File: config.mk
export PLATFORM = sky130hd
export DESIGN_NAME = rebuster_arbiter_flat
export DESIGN_NICKNAME = d
export VERILOG_FILES = /design/src/rtl/rebuster_arbiter_if.sv /design/src/rtl/rebuster_arbiter.sv /design/src/flat_wrapper.sv
export SDC_FILE = /design/constraint.sdc
export NUM_CORES = 1
export LEC_CHECK = 0
export BUFFER_PORTS_ARGS = -buffer_cell sky130_fd_sc_hd__clkbuf_2
export CAP_MARGIN = 5
export CORE_ASPECT_RATIO = 1.5
export CORE_MARGIN = 3
export CORE_UTILIZATION = 61
export DETAILED_ROUTE_END_ITERATION = 8
export PLACE_DENSITY = 0.81
export SLEW_MARGIN = 20
export SYNTH_ARGS = -nofsm -noshare
export SYNTH_HDL_FRONTEND = slang
export SYNTH_SLANG_ARGS = --single-unit
File: constraint.sdc
create_clock -name clk100 -period 5.2 [get_ports clk100]
set_input_delay 1.56 -clock clk100 [delete_from_list [all_inputs] [get_ports clk100]]
set_output_delay 1.56 -clock clk100 [all_outputs]
set_load 0.05 [all_outputs]
File: src/rtl/rebuster_arbiter_if.sv
// Bus-side signal bundle for the Buster Level II arbiter.
// master = arbiter side, slave = pins/board side.
interface rebuster_arbiter_if #(
    parameter int unsigned NUM_SLOTS = 5
);
    logic                 sbr_n_in;
    logic [NUM_SLOTS-1:0] ebr_n_in;
    logic                 ebgack_n_in;
    logic                 bg_n_in;
    logic                 bgack_n_in;
    logic                 as_n_in;
    logic                 fcs_n_in;

    logic                 br_n_out;
    logic                 br_n_oe;
    logic                 bgack_n_out;
    logic                 bgack_n_oe;
    logic                 sbg_n_out;
    logic                 sbg_n_oe;
    logic [NUM_SLOTS-1:0] ebg_n_out;
    logic [NUM_SLOTS-1:0] ebg_n_oe;
    logic                 cpu_owns;
    logic [2:0]           owner_id;
    logic                 timeout_pulse;

    modport master (
        input  sbr_n_in, ebr_n_in, ebgack_n_in, bg_n_in, bgack_n_in, as_n_in, fcs_n_in,
        output br_n_out, br_n_oe, bgack_n_out, bgack_n_oe, sbg_n_out, sbg_n_oe,
               ebg_n_out, ebg_n_oe, cpu_owns, owner_id, timeout_pulse
    );

    modport slave (
        output sbr_n_in, ebr_n_in, ebgack_n_in, bg_n_in, bgack_n_in, as_n_in, fcs_n_in,
        input  br_n_out, br_n_oe, bgack_n_out, bgack_n_oe, sbg_n_out, sbg_n_oe,
               ebg_n_out, ebg_n_oe, cpu_owns, owner_id, timeout_pulse
    );
endinterface

File: src/rtl/rebuster_arbiter.sv
// Buster Level II bus arbiter: takes the bus from the 68030 and hands it to the
// SDMAC or one Zorro slot at a time, stepping only on CPUCLK rising strobes.
module rebuster_arbiter #(
    parameter int unsigned NUM_SLOTS     = 5,
    parameter int unsigned SYNC_STAGES   = 2,
    parameter int unsigned GRANT_TIMEOUT = 15
) (
    input  logic               clk100,
    input  logic               reset,
    input  logic               cpuclk_rising,
    rebuster_arbiter_if.master bus
);
    localparam int unsigned SW    = NUM_SLOTS + 6;
    localparam int unsigned PTR_W = (NUM_SLOTS > 1) ? $clog2(NUM_SLOTS) : 1;
    localparam int unsigned CNT_W = 8;
    localparam logic [2:0]  OWNER_SDMAC = 3'd5;
    localparam logic [2:0]  OWNER_NONE  = 3'd7;

    typedef enum logic [2:0] {
        ST_IDLE, ST_REQ, ST_ACQ, ST_GRANT, ST_MASTER, ST_RELEASE
    } state_e;

    logic [SYNC_STAGES-1:0][SW-1:0] sync_q;
    logic [SW-1:0]        raw, s;
    logic                 s_sbr_n, s_ebgack_n, s_bg_n, s_bgack_n, s_as_n, s_fcs_n;
    logic [NUM_SLOTS-1:0] s_ebr_n;
    logic                 req_any, active, owner_req, rr_found, rel;
    logic [PTR_W-1:0]     rr_idx;

    state_e               state_q, state_d;
    logic [PTR_W-1:0]     ptr_q, ptr_d;
    logic [2:0]           owner_q, owner_d;
    logic [CNT_W-1:0]     cnt_q, cnt_d;
    logic                 br_n_q, br_n_d, br_oe_q, br_oe_d;
    logic                 bgack_n_q, bgack_n_d, bgack_oe_q, bgack_oe_d;
    logic                 sbg_n_q, sbg_n_d;
    logic [NUM_SLOTS-1:0] ebg_n_q, ebg_n_d;
    logic                 cpu_owns_q, cpu_owns_d;
    logic                 timeout_q, timeout_d;
    logic                 grant_oe_q;

    assign raw = {bus.sbr_n_in, bus.ebr_n_in, bus.ebgack_n_in, bus.bg_n_in,
                  bus.bgack_n_in, bus.as_n_in, bus.fcs_n_in};

    // Every asynchronous pin goes through the same preset-high chain
    always_ff @(posedge clk100 or posedge reset) begin
        if (reset) begin
            sync_q <= '1;
        end else begin
            sync_q[0] <= raw;
            for (int unsigned i = 1; i < SYNC_STAGES; i++) sync_q[i] <= sync_q[i-1];
        end
    end

    assign s          = sync_q[SYNC_STAGES-1];
    assign s_fcs_n    = s[0];
    assign s_as_n     = s[1];
    assign s_bgack_n  = s[2];
    assign s_bg_n     = s[3];
    assign s_ebgack_n = s[4];
    assign s_ebr_n    = s[5 +: NUM_SLOTS];
    assign s_sbr_n    = s[SW-1];

    assign req_any = !s_sbr_n || !(&s_ebr_n);
    assign active  = !s_as_n || !s_fcs_n || !s_ebgack_n;

    // Request line of whoever currently holds the grant
    always_comb begin
        owner_req = 1'b0;
        if (owner_q == OWNER_SDMAC) begin
            owner_req = !s_sbr_n;
        end else begin
            for (int unsigned i = 0; i < NUM_SLOTS; i++)
                if (owner_q == 3'(i)) owner_req = !s_ebr_n[PTR_W'(i)];
        end
    end

    // Round-robin search starting at the pointer, wrapping at the last slot
    always_comb begin
        int unsigned j;
        j        = 0;
        rr_found = 1'b0;
        rr_idx   = '0;
        for (int unsigned i = 0; i < NUM_SLOTS; i++) begin
            j = (32'(ptr_q) + i) % NUM_SLOTS;
            if (!rr_found && !s_ebr_n[PTR_W'(j)]) begin
                rr_found = 1'b1;
                rr_idx   = PTR_W'(j);
            end
        end
    end

    always_comb begin
        state_d    = state_q;
        ptr_d      = ptr_q;
        owner_d    = owner_q;
        cnt_d      = cnt_q;
        br_n_d     = br_n_q;
        br_oe_d    = br_oe_q;
        bgack_n_d  = bgack_n_q;
        bgack_oe_d = bgack_oe_q;
        sbg_n_d    = sbg_n_q;
        ebg_n_d    = ebg_n_q;
        cpu_owns_d = cpu_owns_q;
        timeout_d  = 1'b0;
        rel        = 1'b0;
        case (state_q)
            ST_IDLE: begin
                if (req_any) begin
                    state_d = ST_REQ;
                    br_n_d  = 1'b0;
                    br_oe_d = 1'b1;
                end
            end
            ST_REQ: begin
                if (!req_any) begin
                    state_d = ST_IDLE;
                    br_n_d  = 1'b1;
                    br_oe_d = 1'b0;
                end else if (!s_bg_n && s_as_n && s_bgack_n) begin
                    state_d    = ST_ACQ;
                    bgack_n_d  = 1'b0;
                    bgack_oe_d = 1'b1;
                    br_n_d     = 1'b1;
                    br_oe_d    = 1'b0;
                    cpu_owns_d = 1'b0;
                end
            end
            ST_ACQ: begin
                if (!s_sbr_n) begin
                    state_d = ST_GRANT;
                    sbg_n_d = 1'b0;
                    owner_d = OWNER_SDMAC;
                    cnt_d   = '0;
                end else if (rr_found) begin
                    state_d         = ST_GRANT;
                    ebg_n_d         = '1;
                    ebg_n_d[rr_idx] = 1'b0;
                    owner_d         = 3'(rr_idx);
                    cnt_d           = '0;
                end else begin
                    state_d = ST_RELEASE;
                end
            end
            ST_GRANT: begin
                if (active) begin
                    state_d = ST_MASTER;
                end else if (!owner_req) begin
                    rel = 1'b1;
                end else begin
                    cnt_d = (cnt_q == '1) ? cnt_q : cnt_q + CNT_W'(1);
                    if (cnt_d == CNT_W'(GRANT_TIMEOUT)) begin
                        rel       = 1'b1;
                        timeout_d = 1'b1;
                    end
                end
            end
            ST_MASTER: begin
                if (!owner_req && !active) rel = 1'b1;
            end
            ST_RELEASE: begin
                if (req_any) begin
                    state_d = ST_ACQ;
                end else begin
                    state_d    = ST_IDLE;
                    bgack_n_d  = 1'b1;
                    bgack_oe_d = 1'b0;
                    cpu_owns_d = 1'b1;
                end
            end
            default: state_d = ST_IDLE;
        endcase
        // Dropping a grant always passes through RELEASE before the next owner
        if (rel) begin
            state_d = ST_RELEASE;
            sbg_n_d = 1'b1;
            ebg_n_d = '1;
            owner_d = OWNER_NONE;
            if (owner_q != OWNER_SDMAC) ptr_d = PTR_W'((32'(owner_q) + 32'd1) % NUM_SLOTS);
        end
    end

    always_ff @(posedge clk100 or posedge reset) begin
        if (reset) begin
            state_q    <= ST_IDLE;
            ptr_q      <= '0;
            owner_q    <= OWNER_NONE;
            cnt_q      <= '0;
            br_n_q     <= 1'b1;
            br_oe_q    <= 1'b0;
            bgack_n_q  <= 1'b1;
            bgack_oe_q <= 1'b0;
            sbg_n_q    <= 1'b1;
            ebg_n_q    <= '1;
            cpu_owns_q <= 1'b1;
            timeout_q  <= 1'b0;
            grant_oe_q <= 1'b0;
        end else begin
            grant_oe_q <= 1'b1;
            timeout_q  <= cpuclk_rising && timeout_d;
            if (cpuclk_rising) begin
                state_q    <= state_d;
                ptr_q      <= ptr_d;
                owner_q    <= owner_d;
                cnt_q      <= cnt_d;
                br_n_q     <= br_n_d;
                br_oe_q    <= br_oe_d;
                bgack_n_q  <= bgack_n_d;
                bgack_oe_q <= bgack_oe_d;
                sbg_n_q    <= sbg_n_d;
                ebg_n_q    <= ebg_n_d;
                cpu_owns_q <= cpu_owns_d;
            end
        end
    end

    assign bus.br_n_out      = br_n_q;
    assign bus.br_n_oe       = br_oe_q;
    assign bus.bgack_n_out   = bgack_n_q;
    assign bus.bgack_n_oe    = bgack_oe_q;
    assign bus.sbg_n_out     = sbg_n_q;
    assign bus.sbg_n_oe      = grant_oe_q;
    assign bus.ebg_n_out     = ebg_n_q;
    assign bus.ebg_n_oe      = {NUM_SLOTS{grant_oe_q}};
    assign bus.cpu_owns      = cpu_owns_q;
    assign bus.owner_id      = owner_q;
    assign bus.timeout_pulse = timeout_q;
endmodule

File: src/flat_wrapper.sv
// flat-port wrapper written by rule: the top's interface ports become plain ports
module rebuster_arbiter_flat 
#(
    parameter int unsigned NUM_SLOTS     = 5,
    parameter int unsigned SYNC_STAGES   = 2,
    parameter int unsigned GRANT_TIMEOUT = 15
)
  (clk100, reset, cpuclk_rising, bus_sbr_n_in, bus_ebr_n_in, bus_ebgack_n_in, bus_bg_n_in, bus_bgack_n_in, bus_as_n_in, bus_fcs_n_in, bus_br_n_out, bus_br_n_oe, bus_bgack_n_out, bus_bgack_n_oe, bus_sbg_n_out, bus_sbg_n_oe, bus_ebg_n_out, bus_ebg_n_oe, bus_cpu_owns, bus_owner_id, bus_timeout_pulse);
  rebuster_arbiter_if #(.NUM_SLOTS(NUM_SLOTS)) bus_i ();
  input  logic clk100;
  input  logic reset;
  input  logic cpuclk_rising;
  input wire logic [$bits(bus_i.sbr_n_in)-1:0] bus_sbr_n_in;
  input wire logic [$bits(bus_i.ebr_n_in)-1:0] bus_ebr_n_in;
  input wire logic [$bits(bus_i.ebgack_n_in)-1:0] bus_ebgack_n_in;
  input wire logic [$bits(bus_i.bg_n_in)-1:0] bus_bg_n_in;
  input wire logic [$bits(bus_i.bgack_n_in)-1:0] bus_bgack_n_in;
  input wire logic [$bits(bus_i.as_n_in)-1:0] bus_as_n_in;
  input wire logic [$bits(bus_i.fcs_n_in)-1:0] bus_fcs_n_in;
  output wire logic [$bits(bus_i.br_n_out)-1:0] bus_br_n_out;
  output wire logic [$bits(bus_i.br_n_oe)-1:0] bus_br_n_oe;
  output wire logic [$bits(bus_i.bgack_n_out)-1:0] bus_bgack_n_out;
  output wire logic [$bits(bus_i.bgack_n_oe)-1:0] bus_bgack_n_oe;
  output wire logic [$bits(bus_i.sbg_n_out)-1:0] bus_sbg_n_out;
  output wire logic [$bits(bus_i.sbg_n_oe)-1:0] bus_sbg_n_oe;
  output wire logic [$bits(bus_i.ebg_n_out)-1:0] bus_ebg_n_out;
  output wire logic [$bits(bus_i.ebg_n_oe)-1:0] bus_ebg_n_oe;
  output wire logic [$bits(bus_i.cpu_owns)-1:0] bus_cpu_owns;
  output wire logic [$bits(bus_i.owner_id)-1:0] bus_owner_id;
  output wire logic [$bits(bus_i.timeout_pulse)-1:0] bus_timeout_pulse;
  assign bus_i.sbr_n_in = bus_sbr_n_in;
  assign bus_i.ebr_n_in = bus_ebr_n_in;
  assign bus_i.ebgack_n_in = bus_ebgack_n_in;
  assign bus_i.bg_n_in = bus_bg_n_in;
  assign bus_i.bgack_n_in = bus_bgack_n_in;
  assign bus_i.as_n_in = bus_as_n_in;
  assign bus_i.fcs_n_in = bus_fcs_n_in;
  assign bus_br_n_out = bus_i.br_n_out;
  assign bus_br_n_oe = bus_i.br_n_oe;
  assign bus_bgack_n_out = bus_i.bgack_n_out;
  assign bus_bgack_n_oe = bus_i.bgack_n_oe;
  assign bus_sbg_n_out = bus_i.sbg_n_out;
  assign bus_sbg_n_oe = bus_i.sbg_n_oe;
  assign bus_ebg_n_out = bus_i.ebg_n_out;
  assign bus_ebg_n_oe = bus_i.ebg_n_oe;
  assign bus_cpu_owns = bus_i.cpu_owns;
  assign bus_owner_id = bus_i.owner_id;
  assign bus_timeout_pulse = bus_i.timeout_pulse;
  rebuster_arbiter #(.NUM_SLOTS(NUM_SLOTS), .SYNC_STAGES(SYNC_STAGES), .GRANT_TIMEOUT(GRANT_TIMEOUT)) u_core (.clk100(clk100), .reset(reset), .cpuclk_rising(cpuclk_rising), .bus(bus_i));
endmodule
==> flow_metrics.env, run 1 <==
export IMPL_synth_edf_count=0
export IMPL_antenna_left=0
export IMPL_worstPathMaxFanout=15
export IMPL_multi_input_area_um2=2730
export IMPL_die_area_um2=8130
export IMPL_areaGrowthSynthToFinish_pct=5.72
export IMPL_synth_flop_cell="dfstp_2"
export IMPL_fmax_mhz=205
export IMPL_cts_sinks=51
export IMPL_io_buffers=34
export IMPL_timing_final_crit_share=0.939
export IMPL_report_final_slew_viol_count=0
export IMPL_cpPeakStageDelay_ns=0.55
export IMPL_synth_cells=498
export IMPL_holdBufCountCts=0
export IMPL_yosysUniqueCellTypes=87
export IMPL_cts_tree="done"
export IMPL_crit_buf_inv=4
export IMPL_grt_ovfl_total=0
export IMPL_start_kind="flop"
export IMPL_grt_pass1_vias=3791
export IMPL_place_hpwl_um=7730
export IMPL_ios=35
export IMPL_fillerInstances=559
export IMPL_path_class="reg -> reg"
export IMPL_drtIter0Drc=248
export IMPL_clk_pin_slew_ns=0.10
export IMPL_grt_util_all_layers=0.271
export IMPL_rsz0062_at_grt="no"
export IMPL_async_reset_ff_frac=1.00
export IMPL_syn_cell_area_um2=4310
export IMPL_die_w_um=74.6
export IMPL_rr_worst_depth=17
export IMPL_dr_pass1_iters=5
export IMPL_die_h_um=109
export IMPL_cts_buffer_depth=2
export IMPL_hold_path_cell_count=0
export IMPL_route_vias_total=3886
export IMPL_cp_slowest_cell="dfrtp_1"
export IMPL_start_util=0.646
export IMPL_final_common_cell="nor2_1"
export IMPL_wl_um=10400
export IMPL_seqCellArea_um2=1320
export IMPL_finalSetupViolations=0
export IMPL_cts_htree_levels=2
export IMPL_route_detailed_drc=0
export IMPL_hold_viol=0
export IMPL_finClkSkew_ns=0.0118
export IMPL_cp_depth=17
export IMPL_tns_ns=0
export IMPL_grt_max_degree=52
export IMPL_max_cap_violations=0
export IMPL_antenna_found_initial=0
export IMPL_drive_gt1_frac=0.210
export IMPL_finalCriticalPeriod_ns=4.88
export IMPL_place_congestion=0.946
export IMPL_antenna_cells=0
export IMPL_final_cell_mix="37 x nor2_1, 34 x clkbuf_2, 33 x dfstp_2"
export IMPL_cts_root_buffer="clkbuf_8"
export IMPL_fp_row_count=36
export IMPL_worstMarginPinSlew_ns=1.02
export IMPL_cp_top_family="compound AO/OA/AOI/OAI gates"
export IMPL_synth_seq_area_share=0.306
export IMPL_cp_data_required_time_ns=5.41
export IMPL_grt_pass1_wl_um=17200
export IMPL_synth_warning_count=0
export IMPL_core_um2=6670
export IMPL_clkLatencyLatePin_ns=0.32
export IMPL_synth_seq_cells=51
export IMPL_synth_nets=538
export IMPL_cts_buffers=5
export IMPL_cts_resized=0
export IMPL_nNetsFinal=554
export IMPL_syn_avg_cell_area_um2=8.65
export IMPL_status="complete, no violations"
export IMPL_relSlewSlack=0.319
export IMPL_worst_ep_arrival_time_ns=5.09
export IMPL_crit_chain="inv_1 > ha_1 > inv_1 > ha_1 > inv_1 > ha_1 > inv_1 > ha_1 > nor2b_1 > o21ai_0 > a32o_1 > or4b_1 > a32o_2 > and2_4 > a31o_1 > and2_0 > o22a_1"
export IMPL_wl_per_cell_um=17.6
export IMPL_hold_path_class="reg -> reg"
export IMPL_cts_setup_buffers=0
export IMPL_vias_per_cell=6.58
export IMPL_critPathCaptureType="flop"
[synthesized netlist by cell type, types with 5 or more instances]
| library cell | n | area [um2] |
|---|---|---|
| nand2b_1 | 14 | 87.6 |
| o22a_1 | 6 | 52.6 |
| xnor2_1 | 8 | 70.1 |
| nand3_1 | 13 | 65.1 |
| dfrtp_1 | 18 | 450 |
| inv_1 | 28 | 105 |
| or3_1 | 5 | 31.3 |
| clkbuf_1 | 12 | 45.0 |
| nor2_1 | 37 | 139 |
| nand4_1 | 6 | 37.5 |
| nor3_1 | 15 | 75.1 |
| nor2b_1 | 11 | 68.8 |
| o211ai_1 | 5 | 37.5 |
| a211oi_1 | 5 | 37.5 |
| ha_1 | 26 | 325 |
| nand3b_1 | 7 | 52.6 |
| buf_2 | 12 | 60.1 |
| o21ai_0 | 24 | 120 |
| a31oi_1 | 13 | 81.3 |
| nand2_1 | 32 | 120 |
| and2_1 | 5 | 31.3 |
| buf_4 | 6 | 45.0 |
| and3_1 | 7 | 43.8 |
| dfstp_2 | 33 | 867 |
| o21a_1 | 5 | 37.5 |
| a21oi_1 | 25 | 125 |
| mux2i_1 | 14 | 140 |
[cell type report]
class,count,area share
Clock inverter,3,0.00495
Tap cell,76,0.0209
Sequential cell,51,0.289
Inverter,29,0.0239
Timing Repair Buffer,40,0.0473
Multi-Input combinational cell,387,0.599
Clock buffer,5,0.0151
[layer usage]
layer	GRT usage	share of wire	vias to the layer above
met5	0	0	-
met4	0.134	0.040	0
met3	0.0415	0.042	39
met2	0.491	0.53	126
met1	0.299	0.39	1852
li1	-	-	1869
[worst reg2reg max path, delay by kind of cell, from the launching register on]
family / cells / cell delay, ns
AO/OA/AOI/OAI: 5 / 1.34
adder cells (fa/ha/maj): 4 / 1.20
flip-flops: 1 / 0.55
buffers and inverters: 4 / 0.53
AND/OR/NAND/NOR: 4 / 1.14
[path summary, 6_finish.rpt]
| kind | from | to | slack (ns) |
|---|---|---|---|
| max | u_core.ptr_q[1] | u_core.cnt_q[3] | 0.32 |
| min | u_core.sync_q[10] | u_core.s[10] | 0.36 |
| max reg2reg | u_core.ptr_q[1] | u_core.cnt_q[3] | 0.32 |
| min reg2reg | u_core.sync_q[10] | u_core.s[10] | 0.36 |
| max in group asynchronous | reset | u_core.cnt_q[7] | 3.10 |
| min in group asynchronous | reset | u_core.cnt_q[0] | 1.47 |
[sequential cells by signal, summed over array words and instances, names as in the netlist]
name,count
u_core.s,11
u_core.sync_q,11
u_core.cnt_q,8
u_core.bus.ebg_n_out,5
u_core.bus.owner_id,3
u_core.ptr_q,3
u_core.state_q,3
u_core.bus.bgack_n_oe,1
u_core.bus.bgack_n_out,1
u_core.bus.br_n_oe,1
u_core.bus.br_n_out,1
u_core.bus.sbg_n_oe,1
u_core.bus.sbg_n_out,1
u_core.bus.timeout_pulse,1
[cells by family (layout without fill, tap and decap cells)]
group                      count (synthesis)  count (layout)  synth area share
and+or+nand+nor                          181             181             0.229
AOI/OAI and AO/OA                        150             150             0.256
buffers and inverters                     60              77            0.0613
DFF                                       51              51             0.306
adders and majority gates                 26              26            0.0755
muxes                                     19              19            0.0508
xor gates and xnor gates                  10              10            0.0203
other                                      1               1          0.000871
[per-stage QoR]
stage / hold WS (ns) / instances / util / area [um2] / setup WS (ns)
floorplan: 0.345 / 498 / - / 4310 / 0.880
detailed placement: 0.347 / 583 / 0.669 / 4460 / 0.391
CTS: 0.361 / 591 / 0.683 / 4550 / 0.353
global route: 0.364 / 591 / 0.683 / 4550 / 0.130
finish: 0.360 / 591 / 0.683 / 4550 / 0.316
global placement: 0.346 / 583 / 0.669 / 4460 / 0.549
Power of run 1 is not shown: default switching activity piles up to over one toggle a cycle in this logic, so the estimate is an artifact.
==> inputs of run 2 (changes only) <==
--- a/config.mk
+++ b/config.mk
@@ -9,9 +9,10 @@
 export CAP_MARGIN = 5
 export CORE_ASPECT_RATIO = 1.5
 export CORE_MARGIN = 3
-export CORE_UTILIZATION = 61
+export CORE_UTILIZATION = 57
+export CTS_BUF_LIST = sky130_fd_sc_hd__clkbuf_4 sky130_fd_sc_hd__clkbuf_8
 export DETAILED_ROUTE_END_ITERATION = 8
-export PLACE_DENSITY = 0.81
+export PLACE_DENSITY = 0.79
 export SLEW_MARGIN = 20
 export SYNTH_ARGS = -nofsm -noshare
 export SYNTH_HDL_FRONTEND = slang
==> constraint.sdc (replaced) <==
create_clock -name clk100 -period 4.3 [get_ports clk100]
set_input_delay 1.29 -clock clk100 [delete_from_list [all_inputs] [get_ports clk100]]
set_output_delay 1.29 -clock clk100 [all_outputs]
set_load 0.1 [all_outputs]
==> run 2 against run 1 <==
Setup slack worse by 0.061 ns. Clock-buffer cell count unchanged. Flip-flop and latch count unchanged. Clock skew is 0.00088 ns higher. Largest cell class unchanged.
==> flow_metrics.env, run 2 (synthesis gave the netlist of run 1 again) <==
export IMPL_cts_sinks=51
export IMPL_grt_pass1_wl_um=18200
export IMPL_finClkSkew_ns=0.0127
export IMPL_vias_per_cell=6.31
export IMPL_status="complete, no violations"
export IMPL_dp_slack_ns=0.309
export IMPL_route_detailed_drc=0
export IMPL_cts_htree_levels=2
export IMPL_antenna_left=0
export IMPL_worstPathMaxFanout=7
export IMPL_fp_row_count=38
export IMPL_finalCriticalPeriod_ns=4.04
export IMPL_critPathCaptureType="flop"
export IMPL_dr_pass1_iters=5
export IMPL_die_h_um=112
export IMPL_core_um2=7270
export IMPL_ios=35
export IMPL_antenna_found_initial=0
export IMPL_areaGrowthSynthToFinish_pct=8.60
export IMPL_place_hpwl_um=8300
export IMPL_report_final_slew_viol_count=0
export IMPL_clkLatencyLatePin_ns=0.31
export IMPL_cp_data_required_time_ns=4.50
export IMPL_nNetsFinal=565
export IMPL_seqCellArea_um2=1320
export IMPL_max_cap_violations=0
export IMPL_tns_ns=0
export IMPL_fmax_mhz=247
export IMPL_die_area_um2=8660
export IMPL_path_class="reg -> reg"
export IMPL_relSlewSlack=0.442
export IMPL_cts_buffer_depth=2
export IMPL_die_w_um=77.0
export IMPL_clk_pin_slew_ns=0.10
export IMPL_fin_hold_ws_ns=0.356
export IMPL_final_common_cell="nor2_1"
export IMPL_place_congestion=0.978
export IMPL_io_buffers=34
export IMPL_holdBufCountCts=0
export IMPL_cts_tree="done"
export IMPL_drive_gt1_frac=0.230
export IMPL_wl_um=10800
export IMPL_cts_root_buffer="clkbuf_8"
export IMPL_worst_ep_arrival_time_ns=4.24
export IMPL_start_kind="flop"
export IMPL_start_util=0.592
export IMPL_grt_max_degree=52
export IMPL_wl_per_cell_um=17.2
export IMPL_grt_pass1_vias=3909
export IMPL_timing_final_crit_share=0.941
export IMPL_hold_viol=0
export IMPL_fillerInstances=630
export IMPL_drtIter0Drc=291
export IMPL_cp_slowest_cell="or4b_1"
export IMPL_route_vias_total=3947
export IMPL_final_cell_mix="37 x nor2_1, 34 x clkbuf_2, 33 x dfstp_2"
export IMPL_setup_ws_ns=0.256
export IMPL_antenna_cells=0
export IMPL_crit_chain="clkinv_1 > ha_1 > inv_1 > ha_2 > inv_1 > ha_1 > inv_1 > ha_1 > nor2b_1 > o21ai_0 > a32o_1 > or4b_1 > a32o_2 > and2_4 > a31o_1 > and2_0 > o22a_1"
export IMPL_finalSetupViolations=0
export IMPL_hold_path_class="reg -> reg"
export IMPL_cts_buffers=5
export IMPL_cpPeakStageDelay_ns=0.55
export IMPL_grt_ovfl_total=0
export IMPL_worstMarginPinSlew_ns=0.836
export IMPL_utilization=0.643
export IMPL_multi_input_area_um2=2740
export IMPL_grt_util_all_layers=0.255
export IMPL_rsz0062_at_grt="no"
==> run 2: cell count changes in the layout (fill, tap and decap cells not counted) <==
cell      before  now
buf_4          6   17
clkinv_2       1    2
ha_1          26   25
ha_2           0    1
inv_2          1    0
xnor2_1        8    7
xnor2_2        0    1
==> run 2: worst paths after layout <==
check,start,slack [ns],endpoint,depth (start not counted)
setup / recovery,u_core.ptr_q[0],0.26,u_core.cnt_q[4],17
hold / removal,u_core.sync_q[5],0.36,u_core.s[5],0
setup reg to reg,u_core.ptr_q[0],0.26,u_core.cnt_q[4],17
hold reg to reg,u_core.sync_q[5],0.36,u_core.s[5],0
max in group asynchronous,reset,2.70,u_core.cnt_q[1],2
min in group asynchronous,reset,1.10,u_core.cnt_q[0],2
==> run 2: critical path: cells and delay by family, from the launching register on <==
kind / cells / cell delay, ns
buffers and inverters: 4 / 0.29
and+or+nand+nor: 4 / 1.12
DFF: 1 / 0.40
adders and majority gates: 4 / 0.89
AOI/OAI and AO/OA: 5 / 1.25
==> run 2: layout make-up <==
class,instances,area share
Clock inverter,3,0.00482
Inverter,29,0.0235
Clock buffer,5,0.0147
Multi-Input combinational cell,387,0.585
Timing Repair Buffer,51,0.0637
Tap cell,100,0.0268
Sequential cell,51,0.282
==> run 2: timing repair <==
| item | 4_1_cts | 5_1_grt |
|---|---|---|
| setup endpoints to repair | 0 | 4 |
| gates resized for setup | 0 | 1 |
| setup buffers | 0 | 0 |
| hold endpoints to repair | 0 | 0 |
==> run 2: layer usage <==
layer / track usage / vias to the layer above / routed length (um)
li1: - / 1890 / -
met1: 0.283 / 1889 / 4160
met2: 0.480 / 134 / 5870
met3: 0.0241 / 34 / 352
met4: 0.125 / 0 / 393
met5: 0 / - / 0
==> run 2: per-stage QoR <==
stage	instance area [um2]	instances
floorplan	4310	498
global placement	4580	618
detailed placement	4580	618
CTS	4670	626
global route	4680	626
finish	4680	626
Power of run 2 is left out for the same reason.
